[config.mk]
export PLATFORM = sky130hd
export DESIGN_NAME = pin_edge_conditioner
export DESIGN_NICKNAME = d
export VERILOG_FILES = /design/src/rtl/pin_edge_conditioner.sv
export SDC_FILE = /design/constraint.sdc
export NUM_CORES = 1
export LEC_CHECK = 0
export ABC_AREA = 0
export ABC_CLOCK_PERIOD_IN_PS = 5950
export CORE_ASPECT_RATIO = 0.8
export CORE_UTILIZATION = 40
export DETAILED_ROUTE_END_ITERATION = 16
export GPL_TIMING_DRIVEN = 0
export PLACE_DENSITY = 0.66
export SLEW_MARGIN = 20
export SYNTH_ARGS = -nofsm -noshare
export SYNTH_HDL_FRONTEND = slang
export SYNTH_SLANG_ARGS = --single-unit
[constraint.sdc]
create_clock -name clk -period 5.95 [get_ports clk]
set_clock_uncertainty 0.1 [all_clocks]
set_input_delay 1.785 -clock clk [delete_from_list [all_inputs] [get_ports clk]]
set_output_delay 1.785 -clock clk [all_outputs]
set_load 0.01 [all_outputs]
[src/rtl/pin_edge_conditioner.sv]
// rtl/pin_edge_conditioner.sv - synchronise, deglitch and time an asynchronous input pin
//
// Conditions a raw external pin for use in the clk domain: a synchroniser
// chain, a consecutive-sample glitch filter, one-cycle rise/fall strobes, a
// rising-edge period counter and a loss-of-signal flag.
//
// Ports:
//   clk          system clock, all logic in this domain
//   rst          synchronous active-high reset
//   pin_in       raw asynchronous pin
//   level        filtered, synchronised pin level
//   rise_pulse   one-cycle strobe on each accepted 0->1 transition
//   fall_pulse   one-cycle strobe on each accepted 1->0 transition
//   period       clk cycles between the last two rising edges
//   period_valid one-cycle strobe when period is updated
//   signal_lost  high when no rising edge arrived within TIMEOUT cycles
//   edge_count   count of accepted rising edges, wraps at 2^16

module pin_edge_conditioner #(
  parameter int SYNC_STAGES = 2,
  parameter int FILTER_LEN  = 4,
  parameter int PERIOD_W    = 32,
  parameter int TIMEOUT     = 50000000
) (
  input  logic                clk,
  input  logic                rst,
  input  logic                pin_in,
  output logic                level,
  output logic                rise_pulse,
  output logic                fall_pulse,
  output logic [PERIOD_W-1:0] period,
  output logic                period_valid,
  output logic                signal_lost,
  output logic [15:0]         edge_count
);

  localparam int                   FCNT_W      = (FILTER_LEN > 1) ? $clog2(FILTER_LEN) : 1;
  localparam logic [FCNT_W-1:0]    FCNT_LAST   = FCNT_W'(FILTER_LEN - 1);
  localparam logic [PERIOD_W-1:0]  PCNT_MAX    = '1;
  localparam logic [PERIOD_W-1:0]  TIMEOUT_CNT = PERIOD_W'(TIMEOUT);

  logic [SYNC_STAGES-1:0] sync_q;
  logic                   s;
  logic [FCNT_W-1:0]      fcnt;
  logic [PERIOD_W-1:0]    pcnt;
  logic                   armed;

  logic                   accept;
  logic                   rise_acc;
  logic                   fall_acc;
  logic                   timeout_hit;

  assign s = sync_q[SYNC_STAGES-1];

  always_comb begin
    accept      = 1'b0;
    rise_acc    = 1'b0;
    fall_acc    = 1'b0;
    timeout_hit = 1'b0;
    // A level change is accepted on the FILTER_LEN-th consecutive disagreeing sample.
    accept      = (s != level) && (fcnt == FCNT_LAST);
    rise_acc    = accept && s;
    fall_acc    = accept && !s;
    // A rise in the timeout cycle wins, so the timeout is suppressed then.
    timeout_hit = armed && (pcnt == TIMEOUT_CNT) && !rise_acc;
  end

  always_ff @(posedge clk) begin
    if (rst) begin
      sync_q       <= '0;
      level        <= 1'b0;
      fcnt         <= '0;
      rise_pulse   <= 1'b0;
      fall_pulse   <= 1'b0;
      period       <= '0;
      period_valid <= 1'b0;
      pcnt         <= '0;
      armed        <= 1'b0;
      signal_lost  <= 1'b1;
      edge_count   <= '0;
    end else begin
      sync_q <= {sync_q[SYNC_STAGES-2:0], pin_in};

      if (s == level) begin
        fcnt <= '0;
      end else if (accept) begin
        level <= s;
        fcnt  <= '0;
      end else begin
        fcnt <= fcnt + FCNT_W'(1);
      end

      // Registered alongside level so the strobe lands in level's first new cycle.
      rise_pulse   <= rise_acc;
      fall_pulse   <= fall_acc;
      period_valid <= rise_acc && armed;

      if (rise_acc) begin
        // The first rise after reset or loss only arms; no previous edge to measure from.
        if (armed) begin
          period <= pcnt;
        end
        pcnt        <= PERIOD_W'(1);
        armed       <= 1'b1;
        signal_lost <= 1'b0;
        edge_count  <= edge_count + 16'd1;
      end else begin
        if (pcnt != PCNT_MAX) begin
          pcnt <= pcnt + PERIOD_W'(1);
        end
        if (timeout_hit) begin
          signal_lost <= 1'b1;
          armed       <= 1'b0;
        end
      end
    end
  end

endmodule

# Yosys cells after proc, flatten, opt, wreduce, memory -nomap -nowiden
# Cells that the tools add are included.
# op_classes
add_sub_neg,3
n_mul,0
div,0
magnitude_cmp,0
eq_ne,5
n_shift,0
muxes,6
bitwise_logic,1
n_reduce_logical,14
# ops
cell,n
32-bit by 1-bit adder with 32-bit output (second input constant),1
32-bit by 26-bit == test with 1-bit output (second input constant),1
32-bit inequality test (second input constant),1
16-bit by 1-bit adder with 16-bit output (second input constant),1
1-bit logical AND,6
1-bit 2-to-1 mux,6
2-bit AND reduction,2
2-bit nonzero test,2
3-bit OR reduction,1
2-bit by 1-bit adder with 2-bit output (second input constant),1
2-bit == test (second input constant),1
1-bit logical NOT,2
2-bit OR reduction,1
1-bit == test,1
1-bit inequality test,1
1-bit inverter,1
# word_totals
regBits,90
latchBits,0
mem_bits_rw,0
romBits,0
input_bits,3
out_inout_bits,53
word_cells,41
memories,0

# Longest topological paths before layout
# Gate-level depths: netlist of the first run.
# depth
depth_word,7
ltp_mapped,8
mapped_depth_nobuf,7

# Worst setup path before layout of the first run
# No wires, ideal clock.
# synth_timing
path_type,input to register
start,in rst
end,reg pcnt[10]
setup_time_ns,0.128
arrival_ns,2.735
required_ns,5.722
path_slack_ns,2.988
path_stages,5
path_buffers,3
path_cell_list,clkbuf_1 > nand2b_1 > clkbuf_1 > clkbuf_1 > nor2_1
# synth_via
elab_chain_len,1
# synth_lines
item,line,rtl
start: declaration,26,"input logic rst,"
2-bit OR reduction (no line),--,
end signal: assignment,109,pcnt <= pcnt + PERIOD_W'(1);
end: declaration,45,logic [PERIOD_W-1:0] pcnt;
# Every way passes these cells.
# A chain may end at the register's enable or synchronous reset.

# Worst setup path in the final report of the first run
# layout_timing
start,reg edge_count[5]
end,out edge_count[5]
# layout_rtl
item,line,rtl
start: declaration,34,output logic [15:0] edge_count
start signal: assignment,106,edge_count <= edge_count + 16'd1;
# No word-level cell between the ends.

==> out/metrics.yaml, run 1 <==
grt:
  grt_use_met1_pct: 27.9
  grt_use_met3_pct: 4.41
  track_usage_pct: 19.6
  top_usage_layer: "met2"
  grt_start_max_net_pins: 15
  grt_pass1_wl_um: 15900
  grt.overflow.total: 0
  grt_pass1_vias: 3195
  antenna_found_initial: 0
  met2_usage_pct: 29.3
critical_path:
  worstSetupPathType: "reg2out"
  slowest_delay_ns: 0.60
  cp-end-kind: "output pin"
  critical_path_arrival_ns: 1.37
  cp_max_fo: 5
  worstPathCellList: "clkdlybuf4s50_1"
  critPathRequiredTime_ns: 4.07
  cpMaxStageDelayCell: "clkdlybuf4s50_1"
  cp-start-kind: "flop"
  critPathTopFamily: "buffers and inverters"
  worst-path-buf-inv: 1
sta:
  slew_headroom_pct: 47.4
  finalSetupViolCount: 0
  fin_crit_sh_pct: 54.7
  min_period_ns: 3.25
  worst_slew_pin_slew_ns: 0.783
  slew_violations: 0
  hold_viol_final: 0
  fmax_mhz: 307
  tns_ns: 0
  rsz0062_at_grt: "no"
  finalWorstSetupSlack_ns: 2.70
pwr:
  seq_power_share_pct: 51.3
  clkPwrFrac_pct: 46.7
  switchingPower_mw: 0.251
  power_density_nw_per_um2: 240
  switching_share_pct: 21.1
  intPower_mw: 0.934
  p_leak_nw: 1.62
  ir_worst_vdd_uv: 165
  p_comb_share_pct: 2.0
synthesis:
  ys_seq_area_share_pct: 45.5
  ys_warn_count: 0
  avgSynthCellArea_um2: 8.45
  synth_fp_nets: 475
  synth_area_um2: 3960
  ys_ff_latch: 90
  ys_types: 46
  synthCells: 468
clocking:
  cts_max_path_buffers: 2
  cts_made_buffers: 9
  cts-root-buf: "clkbuf_16"
  holdBufCountCts: 0
  insertion_delay_ns: 0.34
  cts_resized: 0
  cts_tree: "yes"
  post_cts_buffers: 0
  clkSinkCount: 90
  clkTransAtPathRegs_ns: 0.06
  htreeDepth: 3
drt:
  drt-initial-drc-count: 181
  first_pass_iters: 4
  vias_per_cell: 5.27
  drc: 0
  postRouteAntennaNets: 0
  vias: 3454
  avgRoutedWirePerCell_um: 14.6
  drt-total-wl_um: 9560
floorplanning:
  rows: 32
  start_util_pct: 41.2
  die-area_um2: 10300
  num_io_pins: 56
  die_w_um: 113
  core-area_um2: 9610
  die_y_um: 91.0
placed_design:
  dp_hpwl_um: 6940
  dp_cells: 641
  pre_cts_ws_ns: 2.49
  numPortBuffers: 54
  gp_congestion: 0.873
outcome:
  status: "finished clean"
final_layout:
  layout_commonest_cell: "dfxtp_1"
  drive_gt1_share_pct: 7.82
  antenna_cells: 0
  syn2layout_area_growth_pct: 24.6
  nFillCells: 920
  fin_cells: 656
  nets: 540
  final_cell_mix: "90 x dfxtp_1, 87 x nand2_1, 54 x clkdlybuf4s50_1"
flow_run:
  drv_cap: 0
min_path:
  hp-class: "reg2reg"
==> synthesized netlist by cell type, drive strengths merged <==
master   count  area, µm²
a2111oi      3       57.6
a211oi       8       60.1
a21oi       48        240
a311oi       1       8.76
a31o         4       35.0
a31oi        5       31.3
and2         3       18.8
and3         4       25.0
and3b        1       8.76
and4         5       43.8
buf         10       48.8
clkbuf      20       76.3
dfxtp       90       1800
ha           4       50.1
inv         10       37.5
mux2i        4       40.0
nand2       87        327
nand2b       2       12.5
nand3       18       95.1
nand3b       2       15.0
nand4       17        125
nand4b       2       17.5
nor2        50        188
nor2b        2       12.5
nor3         3       15.0
nor4        10       96.4
nor4b        5       65.1
nor4bb       1       10.0
o21ai        3       15.0
o41ai        1       8.76
or2          3       18.8
or3          6       37.5
or4          1       7.51
xnor2       23        201
xor2        12        105
==> through the flow <==
step / util (%) / hold slack (ns) / area [µm²] / power [mW]
global route: 51.3 / 0.350 / 4930 / 1.23
finish: 51.3 / 0.322 / 4930 / 1.18
CTS: 51.3 / 0.328 / 4930 / 1.20
global placement: 48.3 / 0.306 / 4650 / 0.644
detailed placement: 48.3 / 0.318 / 4650 / 0.645
floorplan: - / 0.297 / 3960 / 0.637
==> layout make-up <==
cell class	count	area (µm²)	area share [%]
inverter	10	37.5	0.761
timing repair buffer	54	541	11.0
clock inverter	5	56.3	1.14
sequential	90	1800	36.5
multi-input combinational	338	1990	40.4
buffer	30	125	2.54
clock buffer	10	229	4.64
tap	119	149	3.02
==> state kept, by name, indices dropped and copies added (netlist names) <==
signal	cells
armed	1
edge_count	16
fall_pulse	1
fcnt	2
level	1
pcnt	32
period	32
period_valid	1
rise_pulse	1
signal_lost	1
sync_q	2
==> power by group through the flow <==
stage	clock network (mW)	logic [mW]	registers, mW
after floorplan	0	0.0166	0.620
after global placement	0	0.0234	0.621
after detailed placement	0	0.0238	0.621
after CTS	0.566	0.0240	0.607
after global routing	0.591	0.0269	0.607
final	0.554	0.0238	0.607
==> kinds of logic after synthesis <==
family	synth area share, %
mux	1.01
compound gates	11.5
simple gates	28.8
flops	45.5
buf+inv	4.11
xor+xnor	7.75
fa+ha+maj	1.27
==> per-layer routing <==
metal	vias to the layer above	part of all wire, %	wire [µm]
met1	1605	50	4800
met3	9	5.3	503
met4	0	1.0	100
met5	-	0	0
met2	95	44	4160
li1	1745	-	-
==> path summary, 6_finish.rpt <==
path	slack, ns	to	depth (start not counted)	startpoint
setup / recovery	2.70	edge_count[5]	1	edge_count[5]
hold / removal	0.32	fcnt[0]	1	fcnt[0]
setup reg to reg	3.63	pcnt[4]	6	pcnt[25]
hold reg to reg	0.32	fcnt[0]	1	fcnt[0]
(Power assumes the default switching activity.)
==> run 2: changes to the inputs <==
- ABC_CLOCK_PERIOD_IN_PS: 5950 -> 3400
- clock period: 5.95 -> 3.4 ns (I/O delays scaled with it)
==> results of run 2 <==
Same layout as run 1 (identical final DEF). Status: finished clean.
Among the figures that moved: setup slack after placement 2.49 ns -> 0.702 ns; setup slack after layout 2.70 ns -> 0.912 ns; register-to-register setup slack 3.63 ns -> 1.08 ns; total power 1.18 mW -> 2.07 mW; worst IR drop on VDD 165 µV -> 289 µV
==> run 3: changes to the inputs <==
- ABC_CLOCK_PERIOD_IN_PS: 3400 -> 2000
- PLACE_DENSITY: 0.66 -> 0.68
- clock period: 3.4 -> 2 ns (I/O delays scaled with it)
==> run 3 against run 2 <==
Global-route usage is 0.25 points higher. Total power is 64% higher. Utilization is 3.7 points higher. Count of clock-buffer cells in the layout is 1 higher. Setup slack worse by 0.87 ns. Critical endpoint is now edge_count[9]. Critical path depth stayed put. Register-to-register slack worse by 1.0 ns. Via count is 1.4% higher. Final cell count is 2.1% higher. Largest cell class unchanged. Die area stayed put.
==> out/metrics.yaml, run 3 (same netlist as run 1, synthesis figures left out) <==
outcome:
  status: "finished clean"
clocking:
  cts_made_buffers: 9  # unchanged
  insertion_delay_ns: 0.34  # about the same
  clkSinkCount: 90  # unchanged
  htreeDepth: 3  # unchanged
  cts_tree: "yes"
  cts_max_path_buffers: 2  # unchanged
  cts-root-buf: "clkbuf_16"
  clkTransAtPathRegs_ns: 0.06  # about the same
grt:
  antenna_found_initial: 0  # unchanged
  grt_start_max_net_pins: 15  # unchanged
  grt.overflow.total: 0  # unchanged
  track_usage_pct: 19.8  # +0.25 points
  grt_pass1_vias: 3187  # -0.25%
  grt_pass1_wl_um: 15900  # unchanged
drt:
  wl_met1_um: 5080  # +5.8%
  drc: 0  # unchanged
  postRouteAntennaNets: 0  # unchanged
  avgRoutedWirePerCell_um: 14.9  # +2.0%
  vias: 3501  # +1.4%
  drt-initial-drc-count: 217  # +20%
  vias_per_cell: 5.23  # -0.76%
  drt-total-wl_um: 9960  # +4.2%
  wl_met3_um: 480  # -4.6%
  wl_met2_um: 4280  # +2.8%
  dr.max_layer_used: "met4"
  first_pass_iters: 4  # unchanged
final_layout:
  fin_cells: 670  # +2.1%
  final_cell_mix: "86 x nand2_1, 69 x dfxtp_1, 50 x nor2_1"
  syn2layout_area_growth_pct: 33.5
  nets: 553  # +2.4%
  reg.largest.list: "pcnt (32), period (32), edge_count (16)"
  final_area_um2: 5280  # +7.1%
  antenna_cells: 0  # unchanged
  drive_gt1_share_pct: 18.7  # +11 points
  layout_commonest_cell: "nand2_1"
critical_path:
  worstSetupPathType: "reg2out"
  rr_worst_depth: 7  # +1
  slowest_delay_ns: 0.55  # -0.05 ns
  critPathRequiredTime_ns: 1.30
  cp-end-kind: "output pin"
  critPathTopFamily: "buffers and inverters"
  worst-path-buf-inv: 1  # unchanged
  reg2reg_to: "pcnt[20]"
  r2r_start: "pcnt[12]"
  worstPathCellList: "clkdlybuf4s50_1"
  cp-start-kind: "flop"
  worst-r2r-setup-slack_ns: 0.06
  cpMaxStageDelayCell: "clkdlybuf4s50_1"
  critical_path_arrival_ns: 1.26  # -0.11 ns
  cp_max_fo: 4  # -1
sta:
  tns_ns: 0  # unchanged
  hold_viol_final: 0  # unchanged
  min_period_ns: 1.96
  worst_slew_pin_slew_ns: 0.633  # -0.150 ns
  finalWorstSetupSlack_ns: 0.0410
  fmax_mhz: 510
  slew_headroom_pct: 57.8  # +10 points
  holdWs_ns: 0.334  # +0.0111 ns
  fin_crit_sh_pct: 97.9
  finalSetupViolCount: 0  # unchanged
  slew_violations: 0  # unchanged
placed_design:
  dp_cells: 641  # unchanged
  dp_hpwl_um: 6810  # -1.8%
  dpl_cell_area_um2: 4650  # unchanged
  numPortBuffers: 54  # unchanged
  pre_cts_ws_ns: -0.291
  gp_congestion: 0.880  # +0.84%
floorplanning:
  num_io_pins: 56  # unchanged
  die-area_um2: 10300  # unchanged
  start_util_pct: 41.2  # unchanged
  core-area_um2: 9610  # unchanged
  die_w_um: 113  # unchanged
  rows: 32  # unchanged
  die_y_um: 91.0  # unchanged
pwr:
  p_leak_nw: 1.99  # +23%
  switching_share_pct: 22.1
  power_density_nw_per_um2: 645
  seq_power_share_pct: 52.9  # +1.6 points
  intPower_mw: 2.65
  switchingPower_mw: 0.753
  ir_worst_vdd_uv: 567
  clkPwrFrac_pct: 44.9  # -1.8 points
  p_comb_share_pct: 2.2  # +0.2 points
flow_run:
  drv_cap: 0  # unchanged
min_path:
  whs_path_depth: 1  # unchanged
  hp-class: "reg2reg"
  worstHoldStart: "fcnt[0]"
  hold_end: "fcnt[0]"
## run 3: changes by cell type in the layout (fill, tap and decap cells not counted), moves of 6 or more
| cell | previous run | this run |
|---|---|---|
| buf_4 | 0 | 21 |
| dfxtp_1 | 90 | 69 |
| dfxtp_2 | 0 | 14 |
| clkdlybuf4s50_1 | 54 | 42 |
| clkbuf_1 | 20 | 10 |
| dlymetal6s2s_1 | 0 | 8 |
| dfxtp_4 | 0 | 7 |
| buf_2 | 9 | 3 |
| clkbuf_2 | 1 | 7 |
## run 3: worst max path at each step
stage	startpoint	to	slack, ns	cells after the start
2_1_floorplan	pcnt[3]	pcnt[20]	0.13	7
3_3_place_gp	fcnt[0]	period[11]	-0.26	8
3_5_place_dp	fcnt[0]	period[12]	-0.29	8
4_1_cts	pcnt[3]	pcnt[31]	-0.02	6
5_1_grt	pcnt[0]	armed	-0.03	7
6_report	edge_count[9]	edge_count[9]	0.04	1
## run 3: power by group through the flow
stage               logic (mW)  registers [mW]  clock network [mW]
floorplan               0.0495            1.85                   0
global placement        0.0696            1.85                   0
detailed placement      0.0713            1.85                   0
CTS                     0.0728            1.81                1.56
global route            0.0851            1.80                1.63
finish                  0.0755            1.80                1.53
## run 3: routing by layer
metal / vias up / GRT usage, %
li1: 1773 / -
met1: 1624 / 28.2
met2: 91 / 28.8
met3: 13 / 5.07
met4: 0 / 7.24
met5: - / 0
## run 3: cell type report
type / count / area, µm²
Sequential cell: 90 / 1850
Tap cell: 119 / 149
Timing Repair Buffer: 71 / 687
Buffer: 26 / 144
Clock inverter: 5 / 31.3
Multi-Input combinational cell: 338 / 2160
Clock buffer: 11 / 233
Inverter: 10 / 37.5
Fill cell: 888 / 4330
## run 3: what timing repair did
action	in CTS	in global routing
endpoints found under the setup margin	71	74
pin swaps	6	9
resized for setup	32	60
setup buffers	8	9
hold buffers	0	0
## run 3: stage by stage
stage          total power, mW  util [%]
2_1_floorplan             1.90         -
3_3_place_gp              1.92      48.3
3_5_place_dp              1.92      48.3
4_1_cts                   3.44      52.7
5_1_grt                   3.52      55.0
6_report                  3.41      55.0
